### src/rtl/uart_pkg.sv
// Shared types and default timing for the UART transmit arbiter.
package uart_pkg;

  typedef enum logic [1:0] {
    IDLE  = 2'd0,
    LOAD  = 2'd1,
    START = 2'd2,
    WAIT  = 2'd3
  } state_t;

  localparam int unsigned FRAME_CYCLES_DEF = 100;
  localparam int unsigned T_BYTE_HOLD_DEF  = 1;

endpackage

### src/rtl/uart_tx_arbiter_if.sv
// Requester handshakes and transmitter strobes of the UART transmit arbiter.
interface uart_tx_arbiter_if;
  logic       req0_valid;
  logic [7:0] req0_data;
  logic       req0_last;
  logic       req0_ready;
  logic       req1_valid;
  logic [7:0] req1_data;
  logic       req1_last;
  logic       req1_ready;
  logic [7:0] uart_tx_data_Bus;
  logic       Load_XMT_datareg;
  logic       Byte_ready;
  logic       T_byte;
  logic       busy;
  logic       grant;
  logic       frame_done;

  modport master (
    output req0_valid, req0_data, req0_last, req1_valid, req1_data, req1_last,
    input  req0_ready, req1_ready, uart_tx_data_Bus, Load_XMT_datareg,
           Byte_ready, T_byte, busy, grant, frame_done
  );

  modport slave (
    input  req0_valid, req0_data, req0_last, req1_valid, req1_data, req1_last,
    output req0_ready, req1_ready, uart_tx_data_Bus, Load_XMT_datareg,
           Byte_ready, T_byte, busy, grant, frame_done
  );
endinterface

### src/rtl/uart_tx_arbiter_rr_arb2.sv
// Two-way round-robin selector; a lock pins the choice to the current owner.
module rr_arb2 (
  input  logic [1:0] valid,
  input  logic       locked,
  input  logic       owner,
  input  logic       pointer,
  output logic       sel,
  output logic       any
);

  always_comb begin
    sel = 1'b0;
    any = 1'b0;
    if (locked) begin
      sel = owner;
      any = valid[owner];
    end else begin
      any = |valid;
      if (valid == 2'b11) sel = pointer;
      else                sel = valid[1];
    end
  end

endmodule

### src/rtl/uart_tx_arbiter.sv
// Arbitrates two byte requesters onto one UART transmitter and sequences its strobes.
module uart_tx_arbiter
  import uart_pkg::*;
#(
  parameter int unsigned FRAME_CYCLES = FRAME_CYCLES_DEF,
  parameter int unsigned T_BYTE_HOLD  = T_BYTE_HOLD_DEF
) (
  input logic             clock,
  input logic             reset,
  uart_tx_arbiter_if.slave bus
);

  localparam int unsigned CNT_W  = $clog2(FRAME_CYCLES + 1);
  localparam int unsigned HOLD_W = $clog2(T_BYTE_HOLD + 1);

  if (FRAME_CYCLES == 0 || T_BYTE_HOLD == 0) begin : g_bad_params
    $error("uart_tx_arbiter: FRAME_CYCLES and T_BYTE_HOLD must both be >= 1");
  end

  state_t             state;
  logic [CNT_W-1:0]   frame_cnt;
  logic [HOLD_W-1:0]  hold_cnt;
  logic               locked;
  logic               pointer;
  logic               sel;
  logic               any;
  logic               idle;
  logic               accept;
  logic [7:0]         sel_data;
  logic               sel_last;

  rr_arb2 u_rr_arb2 (
    .valid   ({bus.req1_valid, bus.req0_valid}),
    .locked  (locked),
    .owner   (bus.grant),
    .pointer (pointer),
    .sel     (sel),
    .any     (any)
  );

  assign idle     = (state == IDLE);
  assign accept   = idle && any;
  assign sel_data = sel ? bus.req1_data : bus.req0_data;
  assign sel_last = sel ? bus.req1_last : bus.req0_last;

  // Ready is gated by reset so every output reads 0 while reset is held.
  assign bus.req0_ready = reset && accept && !sel;
  assign bus.req1_ready = reset && accept && sel;

  always_ff @(posedge clock or negedge reset) begin
    if (!reset) begin
      state                <= IDLE;
      frame_cnt            <= '0;
      hold_cnt             <= '0;
      locked               <= 1'b0;
      pointer              <= 1'b0;
      bus.uart_tx_data_Bus <= 8'h00;
      bus.Load_XMT_datareg <= 1'b0;
      bus.Byte_ready       <= 1'b0;
      bus.T_byte           <= 1'b0;
      bus.busy             <= 1'b0;
      bus.grant            <= 1'b0;
      bus.frame_done       <= 1'b0;
    end else begin
      bus.Load_XMT_datareg <= 1'b0;
      bus.frame_done       <= 1'b0;
      case (state)
        IDLE: begin
          if (accept) begin
            state                <= LOAD;
            bus.uart_tx_data_Bus <= sel_data;
            bus.grant            <= sel;
            bus.Load_XMT_datareg <= 1'b1;
            bus.Byte_ready       <= 1'b1;
            bus.busy             <= 1'b1;
            locked               <= !sel_last;
            if (sel_last) pointer <= !sel;
          end
        end
        LOAD: begin
          state      <= START;
          bus.T_byte <= 1'b1;
          hold_cnt   <= HOLD_W'(1);
        end
        START: begin
          if (hold_cnt == HOLD_W'(T_BYTE_HOLD)) begin
            state          <= WAIT;
            bus.T_byte     <= 1'b0;
            bus.Byte_ready <= 1'b0;
            frame_cnt      <= CNT_W'(1);
            bus.frame_done <= (FRAME_CYCLES == 1);
          end else begin
            hold_cnt <= HOLD_W'(hold_cnt + 1'b1);
          end
        end
        WAIT: begin
          // frame_cnt numbers the WAIT cycles 1..FRAME_CYCLES; frame_done marks the last.
          if (frame_cnt == CNT_W'(FRAME_CYCLES)) begin
            state     <= IDLE;
            bus.busy  <= 1'b0;
            frame_cnt <= '0;
          end else begin
            frame_cnt      <= CNT_W'(frame_cnt + 1'b1);
            bus.frame_done <= (frame_cnt == CNT_W'(FRAME_CYCLES - 1));
          end
        end
        default: state <= IDLE;
      endcase
    end
  end

endmodule

### src/flat_wrapper.sv
// flat-port wrapper written by rule: the top's interface ports become plain ports
module uart_tx_arbiter_flat import uart_pkg::*;
#(
  parameter int unsigned FRAME_CYCLES = FRAME_CYCLES_DEF,
  parameter int unsigned T_BYTE_HOLD  = T_BYTE_HOLD_DEF
)
  (clock, reset, bus_req0_valid, bus_req0_data, bus_req0_last, bus_req1_valid, bus_req1_data, bus_req1_last, bus_req0_ready, bus_req1_ready, bus_uart_tx_data_Bus, bus_Load_XMT_datareg, bus_Byte_ready, bus_T_byte, bus_busy, bus_grant, bus_frame_done);
  uart_tx_arbiter_if bus_i ();
  input logic clock;
  input logic reset;
  input wire logic [$bits(bus_i.req0_valid)-1:0] bus_req0_valid;
  input wire logic [$bits(bus_i.req0_data)-1:0] bus_req0_data;
  input wire logic [$bits(bus_i.req0_last)-1:0] bus_req0_last;
  input wire logic [$bits(bus_i.req1_valid)-1:0] bus_req1_valid;
  input wire logic [$bits(bus_i.req1_data)-1:0] bus_req1_data;
  input wire logic [$bits(bus_i.req1_last)-1:0] bus_req1_last;
  output wire logic [$bits(bus_i.req0_ready)-1:0] bus_req0_ready;
  output wire logic [$bits(bus_i.req1_ready)-1:0] bus_req1_ready;
  output wire logic [$bits(bus_i.uart_tx_data_Bus)-1:0] bus_uart_tx_data_Bus;
  output wire logic [$bits(bus_i.Load_XMT_datareg)-1:0] bus_Load_XMT_datareg;
  output wire logic [$bits(bus_i.Byte_ready)-1:0] bus_Byte_ready;
  output wire logic [$bits(bus_i.T_byte)-1:0] bus_T_byte;
  output wire logic [$bits(bus_i.busy)-1:0] bus_busy;
  output wire logic [$bits(bus_i.grant)-1:0] bus_grant;
  output wire logic [$bits(bus_i.frame_done)-1:0] bus_frame_done;
  assign bus_i.req0_valid = bus_req0_valid;
  assign bus_i.req0_data = bus_req0_data;
  assign bus_i.req0_last = bus_req0_last;
  assign bus_i.req1_valid = bus_req1_valid;
  assign bus_i.req1_data = bus_req1_data;
  assign bus_i.req1_last = bus_req1_last;
  assign bus_req0_ready = bus_i.req0_ready;
  assign bus_req1_ready = bus_i.req1_ready;
  assign bus_uart_tx_data_Bus = bus_i.uart_tx_data_Bus;
  assign bus_Load_XMT_datareg = bus_i.Load_XMT_datareg;
  assign bus_Byte_ready = bus_i.Byte_ready;
  assign bus_T_byte = bus_i.T_byte;
  assign bus_busy = bus_i.busy;
  assign bus_grant = bus_i.grant;
  assign bus_frame_done = bus_i.frame_done;
  uart_tx_arbiter #(.FRAME_CYCLES(FRAME_CYCLES), .T_BYTE_HOLD(T_BYTE_HOLD)) u_core (.clock(clock), .reset(reset), .bus(bus_i));
endmodule
### config.mk
export PLATFORM = sky130hd
export DESIGN_NAME = uart_tx_arbiter_flat
export DESIGN_NICKNAME = d
export VERILOG_FILES = /design/src/rtl/uart_pkg.sv /design/src/rtl/uart_tx_arbiter_if.sv /design/src/rtl/uart_tx_arbiter_rr_arb2.sv /design/src/rtl/uart_tx_arbiter.sv /design/src/flat_wrapper.sv
export SDC_FILE = /design/constraint.sdc
export NUM_CORES = 1
export LEC_CHECK = 0
export BUFFER_PORTS_ARGS = -buffer_cell sky130_fd_sc_hd__buf_2
export CAP_MARGIN = 10
export CORE_MARGIN = 2
export CORE_UTILIZATION = 55
export DETAILED_ROUTE_END_ITERATION = 10
export PLACE_DENSITY = 0.92
export SETUP_SLACK_MARGIN = 0.05
export SLEW_MARGIN = 20
export SYNTH_ARGS = -nofsm -noshare
export SYNTH_HDL_FRONTEND = slang
export SYNTH_SLANG_ARGS = --single-unit
### constraint.sdc
create_clock -name clock -period 2.9 [get_ports clock]
set_clock_uncertainty 0.15 [all_clocks]
set_input_delay 0.435 -clock clock [delete_from_list [all_inputs] [get_ports clock]]
set_output_delay 0.435 -clock clock [all_outputs]
set_load 0.05 [all_outputs]
; ---- Yosys cells after proc, flatten, opt, wreduce, memory -nomap -nowiden
; Index checks and enable logic that the tools add are counted.
[classes]
add_sub_neg = 2
magnitude_cmp = 1
eq_ne = 9
n_mux = 26
reduce_logical = 19
[ops]
columns = operator, n
row1 = 7-bit == test (second input constant), 2
row2 = 1-bit two-way mux, 14
row3 = 7-bit two-way mux, 2
row4 = 7-bit one-hot mux with 2 select lines, 1
row5 = 3-bit AND reduction, 4
row6 = 8-bit two-way mux, 1
row7 = 1-bit one-hot mux with 2 select lines, 4
row8 = 2-bit one-hot mux with 4 select lines, 1
row9 = 2-bit nonzero test, 4
row10 = 7-bit by 1-bit adder with 7-bit output (second input constant), 1
row11 = 2-bit == test (second input constant), 3
row12 = 2-bit two-way mux, 3
row13 = 2-bit AND reduction, 3
row14 = 1-bit logical AND, 4
row15 = 2-bit by 1-bit inequality test with 1-bit output (second input constant), 2
row16 = 2-bit by 1-bit == test with 1-bit output (second input constant), 1
row17 = 1-bit logical NOT, 2
row18 = 2-bit logical NOT, 1
row19 = 1-bit by 2-bit < comparator with 1-bit output (second input constant), 1
row20 = 2-bit inequality test (second input constant), 1
row21 = 2-bit OR reduction, 1
row22 = 1-bit adder (second input constant), 1
[word_totals]
regBits = 26
inputBits = 22
output_inout_bits = 16
word_cells = 69

; ---- Depth between registers and ports, before layout
[logic_depth]
depth_word = 6
depth_mapped = 7
mapped_depth_nobuf = 6

; ---- Modules after synthesis
; Synthesis repeated with hierarchy kept, for this count alone.
[hier_totals]
hier_cells = 149
hier_area_um2 = 1436.4
[modules_own_cells]
columns = module, instances, cells_per_inst, area_per_inst_um2, seq_area_each_um2
row1 = uart_tx_arbiter, 1, 142, 1392.6, 650.6
row2 = rr_arb2, 1, 7, 43.8, 0.0

; ---- Worst setup path after synthesis
; No wires, ideal clock.
[synth_path]
path_type = reg-to-output
from = register u_core.bus.grant
to = output port bus_req0_ready
arrival_time_ps = 2067
t_required_ps = 2315
setup_slack_ps = 248
stages_incl_launch_ff = 6
path_cell_list = dfrtp_1 > mux2i_1 > a21oi_2 > buf_2 > nand2_1 > nor2_1
[synth_between]
elab_chain_cells = 6
elab_cells_between_ends = 8
[synth_lines]
columns = element, line_no
row1 = "start, declared", uart_tx_arbiter_if.sv:28  ; Byte_ready, T_byte, busy, grant, frame_done
row2 = "start signal, assigned", uart_tx_arbiter.sv:72  ; bus.grant <= sel;
row3 = 1-bit two-way mux (not written as such) (2 in series), uart_tx_arbiter_rr_arb2.sv:16  ; any = valid[owner];
row4 = 1-bit two-way mux, uart_tx_arbiter_rr_arb2.sv:14  ; if (locked) begin
row5 = 1-bit logical AND, uart_tx_arbiter.sv:42  ; assign accept = idle && any;
row6 = 1-bit logical AND, uart_tx_arbiter.sv:47  ; assign bus.req0_ready = reset && accept && !sel;
row7 = 1-bit logical AND (*), uart_tx_arbiter.sv:47
row8 = "end, declared", flat_wrapper.sv:17  ; output wire logic [$bits(bus_i.req0_ready)-1:0] bus_req0_ready;
; Every way passes the cells marked *; elsewhere a longest branch is shown, timed or not. The select of a mux whose other input is x is not followed.

; ---- Final worst setup path
[layout_path]
from = register u_core.state[0]
to = output port bus_req1_ready
[layout_between]
elab_chain_cells = 4
[layout_lines]
columns = element, line_no
row1 = "start, declared", uart_tx_arbiter.sv:20  ; state_t state;
row2 = "start signal, assigned", uart_tx_arbiter.sv:52  ; state <= IDLE;
row3 = "start signal, assigned", uart_tx_arbiter.sv:70  ; state <= LOAD;
row4 = "start signal, assigned", uart_tx_arbiter.sv:81  ; state <= START;
row5 = 2-bit logical NOT, uart_tx_arbiter.sv:41  ; assign idle = (state == IDLE);
row6 = 1-bit logical AND, uart_tx_arbiter.sv:42
row7 = 1-bit logical AND (2 in series), uart_tx_arbiter.sv:48  ; assign bus.req1_ready = reset && accept && sel;
row8 = "end, declared", flat_wrapper.sv:18  ; output wire logic [$bits(bus_i.req1_ready)-1:0] bus_req1_ready;
; No other way between the ends.

==> summary.md <==
| Metric | Value |
|---|---|
| Root Buffer | clkbuf_4 |
| Mapped Area | 0.00141 mm2 |
| CORE AREA | ~0.0025 mm2 |
| Die W | around 55 um |
| Synth warnings | 0 |
| DR WL met2 | 1640 um |
| Cell Chain, Critical Path | inv_1 -> ha_1 -> o21ai_0 -> a21oi_2 -> buf_4 -> and3_1 -> buf_2 |
| DR iter-0 viols | 32 |
| CTS Sinks | 26 |
| IO Count | 38 |
| Synth Flop Type | dfrtp_1 |
| Hold crit path type | input port to flop |
| Simple-Gate Fraction of Synth Area | about 15% |
| Via count | about 1,200 |
| Aggregate global routing overflow | 0 |
| Vias/cell | approximately 5.6 |
| Max clock buf depth | 2 |
| Pleak | 0.000837 uW |
| Final Hold Viols | 0 |
| Unrepaired setup endpoints after global routing | false |
| Initial antenna violation count | 0 |
| Adder-cell area share of the yosys netlist | around 5.3% |
| VDD IR max | ~0.32 mV |
| Initial core utilization | a little under three fifths |
| Wl on met1 | 1220 um |
| Measured slew at the worst slew-check pin | 698 ps |
| Final HPWL DP | 2320 um |
| Syn_nets | 171 |
| Final setup violation count | 0 |
| Slew Limit Fails | 0 |
| Final ANT Viol Nets | 0 |
| Post-detailed-route wirelength per cell | about 14 um |
| Period utilisation layout | 91.2% |
| First-pass GRT wire length | 4950 um |
| Syn-to-layout area delta | 18.9% |
| Share of cells above drive strength 1 | 30.1% |
| Reg-to-reg setup timing slack | just over 700 ps |
| Post-CTS setup buffer count | 0 |
| DRT Pass-1 Iters | 6 |
| Die ar. | 0.00298 mm2 |
| # H-tree levels | 1 |
| Hold path start | bus_req1_last |
| Post-CTS Resized | 0 |
| CTS Buf Count | 3 |
| Mux cell area share after synthesis | 11.9% |
| CP Max Fanout | 14 |
| DR DRC count | 0 |
| Vias in the first global route | roughly 1,200 |
| Nets@finish | 212 |
| Compound-Gate Fraction of Synth Area | between 10 and 15% |
| Routed wl met3 | 143 um |
| Synthesized area per cell | 9.84 um2 |
| Die H | 54.6 um |
| Number of synthesized flops with an enable pin | 0 |
| CP Data Required Time | 2320 ps |
| Max cap viols | 0 |
| Worst setup startpoint | u_core.state[0] |
| Diodes inserted | 0 |
| CTS tree | yes |
| Worst R2R Start | u_core.state[0] |
| Synth Instances | 143 |
| Max stage delay cell, worst path | dfrtp_1 |
| Dpl ws | 613 ps |
| Post-synth cell types | 33 |
| Delay-heaviest family, CP | buffers and inverters |
| Final instance area | 0.00167 mm2 |
| Global-route usage over all layers | 23.1% |
| XOR/XNOR Fraction of Synth Area | 1.87% |
| Fin Hold WS | 238 ps |
| Largest net degree at the start of global routing | 25 |
| Run status | finished, final reports clean |
| CP peak stage delay | 430 ps |
| Crit. End Element | output port |
| Post-synthesis sequential area ratio | 46.2% |
| Routed WL | 3020 um |
| Critical path type | flop to output port |
| Fmax | 378 MHz |
| Register bit total from synthesis | 26 |
| Crit path time final | ~2600 ps |
| Power density over cell area | 350 mW/mm2 |
| DR top layer | met4 |
| Crit start category | flop |
| Slew HR | a little over half |
| Dpl cell area | 0.00163 mm2 |
| TNS Setup | 0 ps |
| Setup ws final | 254 ps |
| Async S/R FF share, synth | 100% |
| Largest family of logic cells by synthesized area | simple AND/OR/NAND/NOR gates |
| Crit path buffers/inverters | 3 |
| Final core occ | 68.2% |
| CTS clk-pin slew, worst paths | 140 ps |
| Gpl congestion | 0.698 |
| I/O Buffers | 37 |
| Clk_lat worst skew | 320 ps |
| Number of core rows | 18 |
| Crit path arrival time | between 2000 and 2500 ps |
[cell usage after synthesis, drive strengths merged (2+ instances only)]
master	count	area share [%]
nand3	3	1.1
xnor2	2	1.2
nand2b	3	1.9
nor3	3	1.1
nor2b	3	1.3
mux2i	13	9.2
buf	6	2.3
mux2	3	2.7
inv	9	2.4
o21ai	9	3.5
nand2	8	2.1
ha	6	5.3
dfrtp	26	46
nor2	16	4.3
a21oi	17	6.3
or2	3	1.3
o22ai	3	1.3
[flip-flops by register name (all words and copies together) (netlist names)]
| register | cells |
|---|---|
| u_core.bus.uart_tx_data_Bus | 8 |
| u_core.frame_cnt | 7 |
| u_core.state | 2 |
| u_core.bus.Byte_ready | 1 |
| u_core.bus.Load_XMT_datareg | 1 |
| u_core.bus.T_byte | 1 |
| u_core.bus.busy | 1 |
| u_core.bus.frame_done | 1 |
| u_core.bus.grant | 1 |
| u_core.hold_cnt | 1 |
| u_core.locked | 1 |
| u_core.pointer | 1 |
[path summary, 6_finish.rpt]
path                                                   to  cells past startpoint
max in group asynchronous             u_core.frame_cnt[3]                      3
setup / recovery                           bus_req1_ready                      7
min in group asynchronous  u_core.bus.uart_tx_data_Bus[6]                      2
hold reg to reg            u_core.bus.uart_tx_data_Bus[1]                      2
hold / removal                             u_core.pointer                      3
setup reg to reg                      u_core.frame_cnt[3]                      6
[area by class of cell]
cell class | instances | area, um2
fillers | 204 | 781
multi-input cells | 102 | 691
flip-flops and latches | 26 | 651
repair buffers | 42 | 225
well taps | 30 | 37.5
clock buffers | 4 | 36.3
inverters | 9 | 33.8
[worst reg2reg max path, delay by kind of cell, from the launching register on]
kind / cells / cell delay (ps)
xor+xnor: 1 / 180
fa+ha+maj: 1 / 360
mux: 1 / 660
buf+inv: 1 / 120
simple gates: 2 / 200
flops: 1 / 430
[report_power, final]
group	total [uW]	switching, uW	internal (uW)	leakage [uW]
clock	181	105	76.7	0.0000210
sequential	363	0	363	0.000338
combinational	42.0	22.3	19.7	0.000478
[metrics by stage]
step	std cells	total power, uW
floorplan	143	384
global placement	208	408
detailed placement	208	411
CTS	213	593
global route	213	613
finish	213	586
[metal layers]
metal	track usage (%)	vias up
li1	-	575
met1	27.3	569
met2	41.9	38
met3	3.28	2
met4	8.75	0
met5	0	-
[placed cells by master (no fill, tap or decap), types with 2 or more instances in the layout]
cell type  Yosys  routed
inv_1          9       9
nand2_1        8       8
clkbuf_4       0       3
a21oi_1       16      16
buf_4          1       4
nand3_1        3       3
mux2_2         2       2
mux2i_1       13      13
dfrtp_1       26      26
nand2b_1       2       2
nor3_1         3       3
o22ai_1        3       3
nor2_1        16      16
xnor2_1        2       2
ha_1           6       6
o21ai_0        7       7
nor2b_1        3       3
or2_2          3       3
buf_2          5      37
[repair_timing]
item / in CTS / in global routing
hold endpoints to repair: 2 / 0
setup endpoints to repair: 0 / 0
hold buffers: 1 / 0
[kinds of logic (layout without fill, tap and decap cells)]
family	Yosys count	in the layout
buffers and inverters	15	55
muxes	16	16
AOI/OAI and AO/OA	34	34
DFF	26	26
and+or+nand+nor	43	43
adders and majority gates	6	6
xor gates and xnor gates	3	3
Power figures use the tool's default switching activity.
